File: src/rtl/rv_instr_encoder_if.sv
// Field-level instruction beat channel from the program-load source to the encoder.
interface rv_instr_encoder_if;
  logic               in_valid;
  logic               in_ready;
  logic [2:0]         in_class;
  logic [3:0]         in_control;
  logic [4:0]         in_rd;
  logic [4:0]         in_rs1;
  logic [4:0]         in_rs2;
  logic signed [31:0] in_imm;
  logic               in_last;

  modport master (
    output in_valid, in_class, in_control, in_rd, in_rs1, in_rs2, in_imm, in_last,
    input  in_ready
  );

  modport slave (
    input  in_valid, in_class, in_control, in_rd, in_rs1, in_rs2, in_imm, in_last,
    output in_ready
  );
endinterface

File: src/rtl/rv_instr_encoder.sv
// RV32I instruction encoder: packs field-level beats into 32-bit words and writes
// them to consecutive IMEM words through a registered write port.
module rv_instr_encoder #(
  parameter int ADDR_W    = 10,
  parameter int BASE_ADDR = 0,
  parameter int DEPTH     = 1024
) (
  input  logic                clk,
  input  logic                rst,
  input  logic                start,
  rv_instr_encoder_if.slave   in_if,
  output logic                imem_we,
  output logic [ADDR_W-1:0]   imem_addr,
  output logic [31:0]         imem_wdata,
  output logic                busy,
  output logic                done,
  output logic                err,
  output logic [1:0]          err_code,
  output logic [ADDR_W:0]     count
);

  typedef enum logic [2:0] {S_IDLE, S_LOAD, S_DRAIN, S_DONE, S_ERROR} state_t;

  typedef struct packed {
    logic [1:0]  code;
    logic [31:0] word;
  } enc_t;

  localparam logic [6:0] OP_R      = 7'b0110011;
  localparam logic [6:0] OP_I      = 7'b0010011;
  localparam logic [6:0] OP_LOAD   = 7'b0000011;
  localparam logic [6:0] OP_STORE  = 7'b0100011;
  localparam logic [6:0] OP_BRANCH = 7'b1100011;
  localparam logic [6:0] OP_JAL    = 7'b1101111;
  localparam logic [6:0] OP_JALR   = 7'b1100111;
  localparam logic [6:0] F7_ALT    = 7'b0100000;

  localparam logic [ADDR_W-1:0] BASE     = ADDR_W'(BASE_ADDR);
  localparam logic [ADDR_W:0]   LAST_CNT = (ADDR_W+1)'(DEPTH - 1);

  function automatic logic [2:0] alu_f3(input logic [3:0] ctl);
    case (ctl)
      4'd2:       alu_f3 = 3'b111;
      4'd3:       alu_f3 = 3'b110;
      4'd4:       alu_f3 = 3'b100;
      4'd5:       alu_f3 = 3'b001;
      4'd6, 4'd7: alu_f3 = 3'b101;
      4'd8:       alu_f3 = 3'b011;
      4'd9:       alu_f3 = 3'b010;
      default:    alu_f3 = 3'b000;
    endcase
  endfunction

  // BEQ/BNE map to 000/001, the remaining four conditions sit at 100..111.
  function automatic logic [2:0] br_f3(input logic [3:0] ctl);
    br_f3 = (ctl < 4'd2) ? {2'b00, ctl[0]} : (ctl[2:0] + 3'd2);
  endfunction

  // True when v is representable as a signed value of the given bit width.
  function automatic logic fits(input logic signed [31:0] v, input int bits);
    logic signed [31:0] t;
    t = v >>> (bits - 1);
    fits = (t == '0) || (t == '1);
  endfunction

  function automatic enc_t encode(input logic [2:0] cls, input logic [3:0] ctl,
                                  input logic [4:0] rd, input logic [4:0] rs1,
                                  input logic [4:0] rs2, input logic signed [31:0] imm);
    enc_t e;
    e.code = 2'd0;
    e.word = '0;
    case (cls)
      3'd0: begin
        if (ctl > 4'd9) e.code = 2'd1;
        else e.word = {((ctl == 4'd1) || (ctl == 4'd7)) ? F7_ALT : 7'b0,
                       rs2, rs1, alu_f3(ctl), rd, OP_R};
      end
      3'd1: begin
        if ((ctl > 4'd9) || (ctl == 4'd1)) e.code = 2'd1;
        else if (ctl inside {4'd5, 4'd6, 4'd7}) begin
          if (imm[31:5] != '0) e.code = 2'd2;
          else e.word = {(ctl == 4'd7) ? F7_ALT : 7'b0, imm[4:0], rs1, alu_f3(ctl), rd, OP_I};
        end
        else if (!fits(imm, 12)) e.code = 2'd2;
        else e.word = {imm[11:0], rs1, alu_f3(ctl), rd, OP_I};
      end
      3'd2: begin
        if (ctl[3] || (ctl[2:0] inside {3'b011, 3'b110, 3'b111})) e.code = 2'd1;
        else if (!fits(imm, 12)) e.code = 2'd2;
        else e.word = {imm[11:0], rs1, ctl[2:0], rd, OP_LOAD};
      end
      3'd3: begin
        if (ctl > 4'd2) e.code = 2'd1;
        else if (!fits(imm, 12)) e.code = 2'd2;
        else e.word = {imm[11:5], rs2, rs1, ctl[2:0], imm[4:0], OP_STORE};
      end
      3'd4: begin
        if (ctl > 4'd5) e.code = 2'd1;
        else if (!fits(imm, 13) || imm[0]) e.code = 2'd2;
        else e.word = {imm[12], imm[10:5], rs2, rs1, br_f3(ctl), imm[4:1], imm[11], OP_BRANCH};
      end
      3'd5: begin
        if (!fits(imm, 21) || imm[0]) e.code = 2'd2;
        else e.word = {imm[20], imm[10:1], imm[11], imm[19:12], rd, OP_JAL};
      end
      3'd6: begin
        if (!fits(imm, 12)) e.code = 2'd2;
        else e.word = {imm[11:0], rs1, 3'b000, rd, OP_JALR};
      end
      default: e.code = 2'd1;
    endcase
    return e;
  endfunction

  state_t              state_q, state_d;
  logic                imem_we_q, imem_we_d;
  logic [ADDR_W-1:0]   imem_addr_q, imem_addr_d;
  logic [31:0]         imem_wdata_q, imem_wdata_d;
  logic                busy_q, busy_d;
  logic                done_q, done_d;
  logic                err_q, err_d;
  logic [1:0]          err_code_q, err_code_d;
  logic [ADDR_W:0]     count_q, count_d;
  logic                in_ready_w;
  logic                accept;
  enc_t                enc;

  assign in_ready_w     = (state_q == S_LOAD) && !start;
  assign accept         = in_if.in_valid && in_ready_w;
  assign in_if.in_ready = in_ready_w;

  always_comb begin
    enc          = encode(in_if.in_class, in_if.in_control, in_if.in_rd,
                          in_if.in_rs1, in_if.in_rs2, in_if.in_imm);
    state_d      = state_q;
    imem_we_d    = 1'b0;
    imem_addr_d  = imem_addr_q;
    imem_wdata_d = imem_wdata_q;
    done_d       = done_q;
    err_d        = err_q;
    err_code_d   = err_code_q;
    count_d      = count_q;
    if (start) begin
      state_d    = S_LOAD;
      count_d    = '0;
      err_d      = 1'b0;
      err_code_d = 2'd0;
      done_d     = 1'b0;
    end else begin
      case (state_q)
        S_LOAD: begin
          if (accept) begin
            if (enc.code != 2'd0) begin
              state_d    = S_ERROR;
              err_d      = 1'b1;
              err_code_d = enc.code;
            end else begin
              imem_we_d    = 1'b1;
              imem_addr_d  = BASE + count_q[ADDR_W-1:0];
              imem_wdata_d = enc.word;
              count_d      = count_q + 1'b1;
              if (in_if.in_last) state_d = S_DRAIN;
              else if (count_q == LAST_CNT) begin
                // Capacity exhausted with more program to come: keep the word, flag overflow.
                state_d    = S_ERROR;
                err_d      = 1'b1;
                err_code_d = 2'd3;
              end
            end
          end
        end
        S_DRAIN: begin
          state_d = S_DONE;
          done_d  = 1'b1;
        end
        default: ;
      endcase
    end
    busy_d = (state_d == S_LOAD) || (state_d == S_DRAIN);
  end

  always_ff @(posedge clk or posedge rst) begin
    if (rst) begin
      state_q      <= S_IDLE;
      imem_we_q    <= 1'b0;
      imem_addr_q  <= BASE;
      imem_wdata_q <= '0;
      busy_q       <= 1'b0;
      done_q       <= 1'b0;
      err_q        <= 1'b0;
      err_code_q   <= 2'd0;
      count_q      <= '0;
    end else begin
      state_q      <= state_d;
      imem_we_q    <= imem_we_d;
      imem_addr_q  <= imem_addr_d;
      imem_wdata_q <= imem_wdata_d;
      busy_q       <= busy_d;
      done_q       <= done_d;
      err_q        <= err_d;
      err_code_q   <= err_code_d;
      count_q      <= count_d;
    end
  end

  assign imem_we    = imem_we_q;
  assign imem_addr  = imem_addr_q;
  assign imem_wdata = imem_wdata_q;
  assign busy       = busy_q;
  assign done       = done_q;
  assign err        = err_q;
  assign err_code   = err_code_q;
  assign count      = count_q;

endmodule
File: src/flat_wrapper.sv
// flat-port wrapper written by rule: the top's interface ports become plain ports
module rv_instr_encoder_flat 
#(
  parameter int ADDR_W    = 10,
  parameter int BASE_ADDR = 0,
  parameter int DEPTH     = 1024
)
  (clk, rst, start, imem_we, imem_addr, imem_wdata, busy, done, err, err_code, count, in_if_in_valid, in_if_in_class, in_if_in_control, in_if_in_rd, in_if_in_rs1, in_if_in_rs2, in_if_in_imm, in_if_in_last, in_if_in_ready);
  rv_instr_encoder_if in_if_i ();
  input  logic clk;
  input  logic rst;
  input  logic start;
  output logic imem_we;
  output logic [ADDR_W-1:0] imem_addr;
  output logic [31:0] imem_wdata;
  output logic busy;
  output logic done;
  output logic err;
  output logic [1:0] err_code;
  output logic [ADDR_W:0] count;
  input wire logic [$bits(in_if_i.in_valid)-1:0] in_if_in_valid;
  input wire logic [$bits(in_if_i.in_class)-1:0] in_if_in_class;
  input wire logic [$bits(in_if_i.in_control)-1:0] in_if_in_control;
  input wire logic [$bits(in_if_i.in_rd)-1:0] in_if_in_rd;
  input wire logic [$bits(in_if_i.in_rs1)-1:0] in_if_in_rs1;
  input wire logic [$bits(in_if_i.in_rs2)-1:0] in_if_in_rs2;
  input wire logic [$bits(in_if_i.in_imm)-1:0] in_if_in_imm;
  input wire logic [$bits(in_if_i.in_last)-1:0] in_if_in_last;
  output wire logic [$bits(in_if_i.in_ready)-1:0] in_if_in_ready;
  assign in_if_i.in_valid = in_if_in_valid;
  assign in_if_i.in_class = in_if_in_class;
  assign in_if_i.in_control = in_if_in_control;
  assign in_if_i.in_rd = in_if_in_rd;
  assign in_if_i.in_rs1 = in_if_in_rs1;
  assign in_if_i.in_rs2 = in_if_in_rs2;
  assign in_if_i.in_imm = in_if_in_imm;
  assign in_if_i.in_last = in_if_in_last;
  assign in_if_in_ready = in_if_i.in_ready;
  rv_instr_encoder #(.ADDR_W(ADDR_W), .BASE_ADDR(BASE_ADDR), .DEPTH(DEPTH)) u_core (.clk(clk), .rst(rst), .start(start), .in_if(in_if_i), .imem_we(imem_we), .imem_addr(imem_addr), .imem_wdata(imem_wdata), .busy(busy), .done(done), .err(err), .err_code(err_code), .count(count));
endmodule
File: config.mk
export PLATFORM = sky130hd
export DESIGN_NAME = rv_instr_encoder_flat
export DESIGN_NICKNAME = d
export VERILOG_FILES = /design/src/rtl/rv_instr_encoder_if.sv /design/src/rtl/rv_instr_encoder.sv /design/src/flat_wrapper.sv
export SDC_FILE = /design/constraint.sdc
export NUM_CORES = 1
export LEC_CHECK = 0
export ABC_AREA = 1
export CAP_MARGIN = 20
export CORE_ASPECT_RATIO = 1.75
export CORE_MARGIN = 10
export CORE_UTILIZATION = 35
export DETAILED_ROUTE_END_ITERATION = 10
export PLACE_DENSITY = 0.66
export RECOVER_POWER = 25
export REMOVE_ABC_BUFFERS = 1
export SKIP_CTS_REPAIR_TIMING = 1
export SLEW_MARGIN = 20
export SYNTH_ARGS = -nofsm -noshare
export SYNTH_HDL_FRONTEND = slang
export SYNTH_SLANG_ARGS = --single-unit
File: constraint.sdc
create_clock -name clk -period 1.65 [get_ports clk]
set_input_delay 0.2475 -clock clk [delete_from_list [all_inputs] [get_ports clk]]
set_output_delay 0.2475 -clock clk [all_outputs]
set_load 0.01 [all_outputs]
==> metrics.md, run 1 <==
| Metric | Value |
|---|---|
| Synth Cell Area | `3700 µm²` |
| GPL Wtd Cong | `between 0.9 and 1` |
| FF-to-FF setup slack | `-0.19 ns` |
| N_diodes | `0` |
| Mapped Cells | `approximately 500` |
| Critical path required time | `~1.9 ns` |
| R2R cell count | `10` |
| Full die area | `~15000 µm²` |
| Clock root buffer | `clkbuf_16` |
| Core area | `10300 µm²` |
| Kind of critical path | `register to register` |
| Most common cell after layout, fill and taps aside | `nand2_1` |
| Nets@finish | `between 700 and 800` |
| Initial DRC Count | `between 100 and 150` |
| Total track usage | `roughly 17%` |
| Crit-path max cell delay | `0.35 ns` |
| First-pass detailed-route iteration total | `4` |
| Crit share post-route | `111%` |
| Worst hold stages | `3` |
| Critical Path AT | `just over 2 ns` |
| Via count | `~4400` |
| FMAX | `approximately 540 MHz` |
| Hold Path Class | `input port to register` |
| Hold_sp | `in_if_in_imm[6]` |
| Synth Area in Simple Gates | `between 30% and 40%` |
| CP max stage cell | `dfrtp_1` |
| Number of remaining DRC errors | `0` |
| Synth Area in Compound Gates | `around an eighth` |
| Fin worst setup slack | `-0.186 ns` |
| I/O pin count | `between 100 and 150` |
| Reg2reg end | `u_core.err_code[0]` |
| Final hold violation count | `0` |
| Worst path top cell family by delay | `simple AND/OR/NAND/NOR gates` |
| Most frequent cells in the layout | `nand2_1 (144), clkdlybuf4s50_1 (82), buf_4 (80), dfrtp_1 (61), inv_1 (36)` |
| Chip width | `~98 µm` |
| Total gr overflow | `0` |
| Area delta synth->final | `74.6%` |
| Vias/cell | `5.08` |
| Asr flop ratio synth | `between 90% and 100%` |
| Total power | `approximately 4.6 mW` |
| Failing checks | `setup timing` |
| XOR/XNOR Fraction of Synth Area | `less than 1%` |
| Yosys cell types | `38` |
| Placed cells | `833` |
| I/O Buffers | `between 100 and 150` |
| Final hold slack | `between 0.2 and 0.25 ns` |
| RSZ-0062 raised after global routing | `yes` |
| Skew-Pair Late Insertion Delay | `0.33 ns` |
| Crit path launch type | `register` |
| Leak | `between 3 and 4 nW` |
| Worst Max-Slew Pin Slew | `a little under 0.6 ns` |
| Post-Synth Adder-Cell Area | `roughly 1.0%` |
| Outcome | `complete, but fails checks` |
| Synth Area per Inst | `just over 7 µm²` |
| Largest family of logic cells by synthesized area | `simple AND/OR/NAND/NOR gates` |
| HPWL after DPL | `between 10000 and 15000 µm` |
| Setup TNS | `-0.635 ns` |
| Setup Skew | `just under 0.006 ns` |
| Yosys Warn Count | `0` |
| Final setup viols | `6` |
| CP endpoint kind | `register` |
| Min Tclk post-route | `1.84 ns` |
| Ratio of cells with drive above 1 in the final layout | `between 30% and 40%` |
| MaxCap Viol Count | `0` |
| FF-to-FF Start | `u_core.count[0]` |
| DRT antenna net count | `0` |
| Max H-tree Level | `3` |
| WHS Endpoint | `u_core.imem_wdata[26]` |
| Initial antenna violation count | `0` |
| Clk buf depth | `2` |
| Crit-path cells | `ha_2 -> nand2_2 -> nor3_4 -> nand2_2 -> nor3_4 -> inv_1 -> o211ai_1 -> nand2_1 -> nand2_1 -> o21ai_1` |
| Slew Limit Headroom | `around 61%` |
| Final non-filler cell total | `860` |
| Pwr per Cell Area | `706 nW/µm²` |
| Rows | `49` |
| Worst slack, placed | `-0.805 ns` |
| Vias in the first global route | `around 4400` |
| Die H | `156 µm` |
| Clock-pin slew on the worst setup and hold paths | `around 0.050 ns` |
| Initial core utilization | `35.9%` |
| Post-synthesis mux area share | `0%` |
| WL final | `roughly 14000 µm` |
| VDD IR-drop max | `roughly 680 µV` |
| Sequential area share after synthesis | `between 40 and 50%` |
| First-pass GRT wire length | `approximately 21000 µm` |
| Post-synth top flop | `dfrtp_1` |
| Pin count of the biggest net entering global routing | `43` |
| CTS tree | `done` |
| CTS buffer count | `9` |
| WL/cell | `~17 µm` |
| Synth Register Bits | `61` |
| Clk sink count | `61` |
| Number of synthesized flops with an enable pin | `0` |
| WP buf/inv | `1` |
| Max Slew Vio Count | `0` |
| Crit-path max FO | `3` |
-- cell type report --
cell class | instances | area [µm²]
Sequential cell | 61 | 1530
Timing Repair Buffer | 214 | 1980
Fill cell | 852 | 3840
Clock buffer | 12 | 246
Inverter | 52 | 209
Multi-Input combinational cell | 390 | 2240
Clock inverter | 4 | 95.1
Tap cell | 127 | 159
-- sequential cells by signal, summed over array words and instances (netlist names) --
name / cells
u_core.imem_wdata: 31
u_core.count: 11
u_core.imem_addr: 10
u_core.state_q: 3
u_core.err_code: 2
u_core.busy: 1
u_core.done: 1
u_core.err: 1
u_core.imem_we: 1
-- through the flow --
| stage | cell area, µm² | util [%] |
|---|---|---|
| after CTS | 6040 | 58.6 |
| after global placement | 5700 | 55.3 |
| after global routing | 6450 | 62.7 |
| after detailed placement | 5700 | 55.3 |
| after floorplan | 3610 | - |
| final | 6450 | 62.7 |
-- how the worst max path moves through the flow --
stage,endpoint,cells past startpoint,slack (ns),startpoint
global placement,u_core.imem_wdata[12],12,-0.74,in_if_in_imm[12]
CTS,u_core.imem_wdata[10],14,-0.47,in_if_in_imm[12]
finish,u_core.err_code[0],10,-0.19,u_core.count[0]
global route,u_core.err_code[0],10,-0.28,u_core.count[0]
detailed placement,u_core.imem_wdata[10],14,-0.80,in_if_in_imm[12]
floorplan,u_core.imem_wdata[1],12,-0.24,in_if_in_imm[26]
-- cell usage after synthesis, types with 5 or more instances --
cell type | n | area share (%)
o21ai_0 | 24 | 3.2
inv_2 | 11 | 1.1
o21ai_1 | 28 | 3.8
buf_2 | 7 | 0.95
nor2_1 | 55 | 5.6
nand2_2 | 9 | 1.5
nor4_1 | 5 | 0.85
dfrtp_1 | 61 | 41
nand3_1 | 35 | 4.7
nand4_1 | 10 | 1.7
nand2_1 | 161 | 16
a21o_1 | 6 | 1.2
a21oi_1 | 9 | 1.2
inv_1 | 40 | 4.1
a21oi_2 | 5 | 1.2
nor3_1 | 11 | 1.5
-- cells by family (layout without fill, tap and decap cells) --
kind of cell,Yosys count,count (layout)
DFF,61,61
and+or+nand+nor,301,302
buffers and inverters,64,282
xor gates and xnor gates,3,3
adders and majority gates,3,3
AOI/OAI and AO/OA,82,82
-- report_power, final --
group | internal (mW) | switching [mW]
sequential | 1.55 | 0.0416
clock | 1.51 | 0.666
combinational | 0.390 | 0.394
-- worst min-delay path: stages --
cell	delay, ns
dlymetal6s2s_1	0.13
nand2_1	0.06
o21ai_1	0.06
-- metal layers --
metal	up-vias	track usage [%]	wire length, µm
li1	2107	-	-
met1	2059	15.3	4850
met2	151	33.1	8280
met3	52	2.84	527
met4	0	11.7	737
met5	-	0	0
Note: power is estimated with default switching activity, not from simulation.
==> run 2, diff against run 1 <==
--- a/config.mk
+++ b/config.mk
@@ -15,7 +15,6 @@
 export RECOVER_POWER = 25
 export REMOVE_ABC_BUFFERS = 1
 export SKIP_CTS_REPAIR_TIMING = 1
-export SLEW_MARGIN = 20
 export SYNTH_ARGS = -nofsm -noshare
 export SYNTH_HDL_FRONTEND = slang
 export SYNTH_SLANG_ARGS = --single-unit
==> results of run 2 <==
Same layout as run 1: the final DEF is identical, and so are final timing and power.
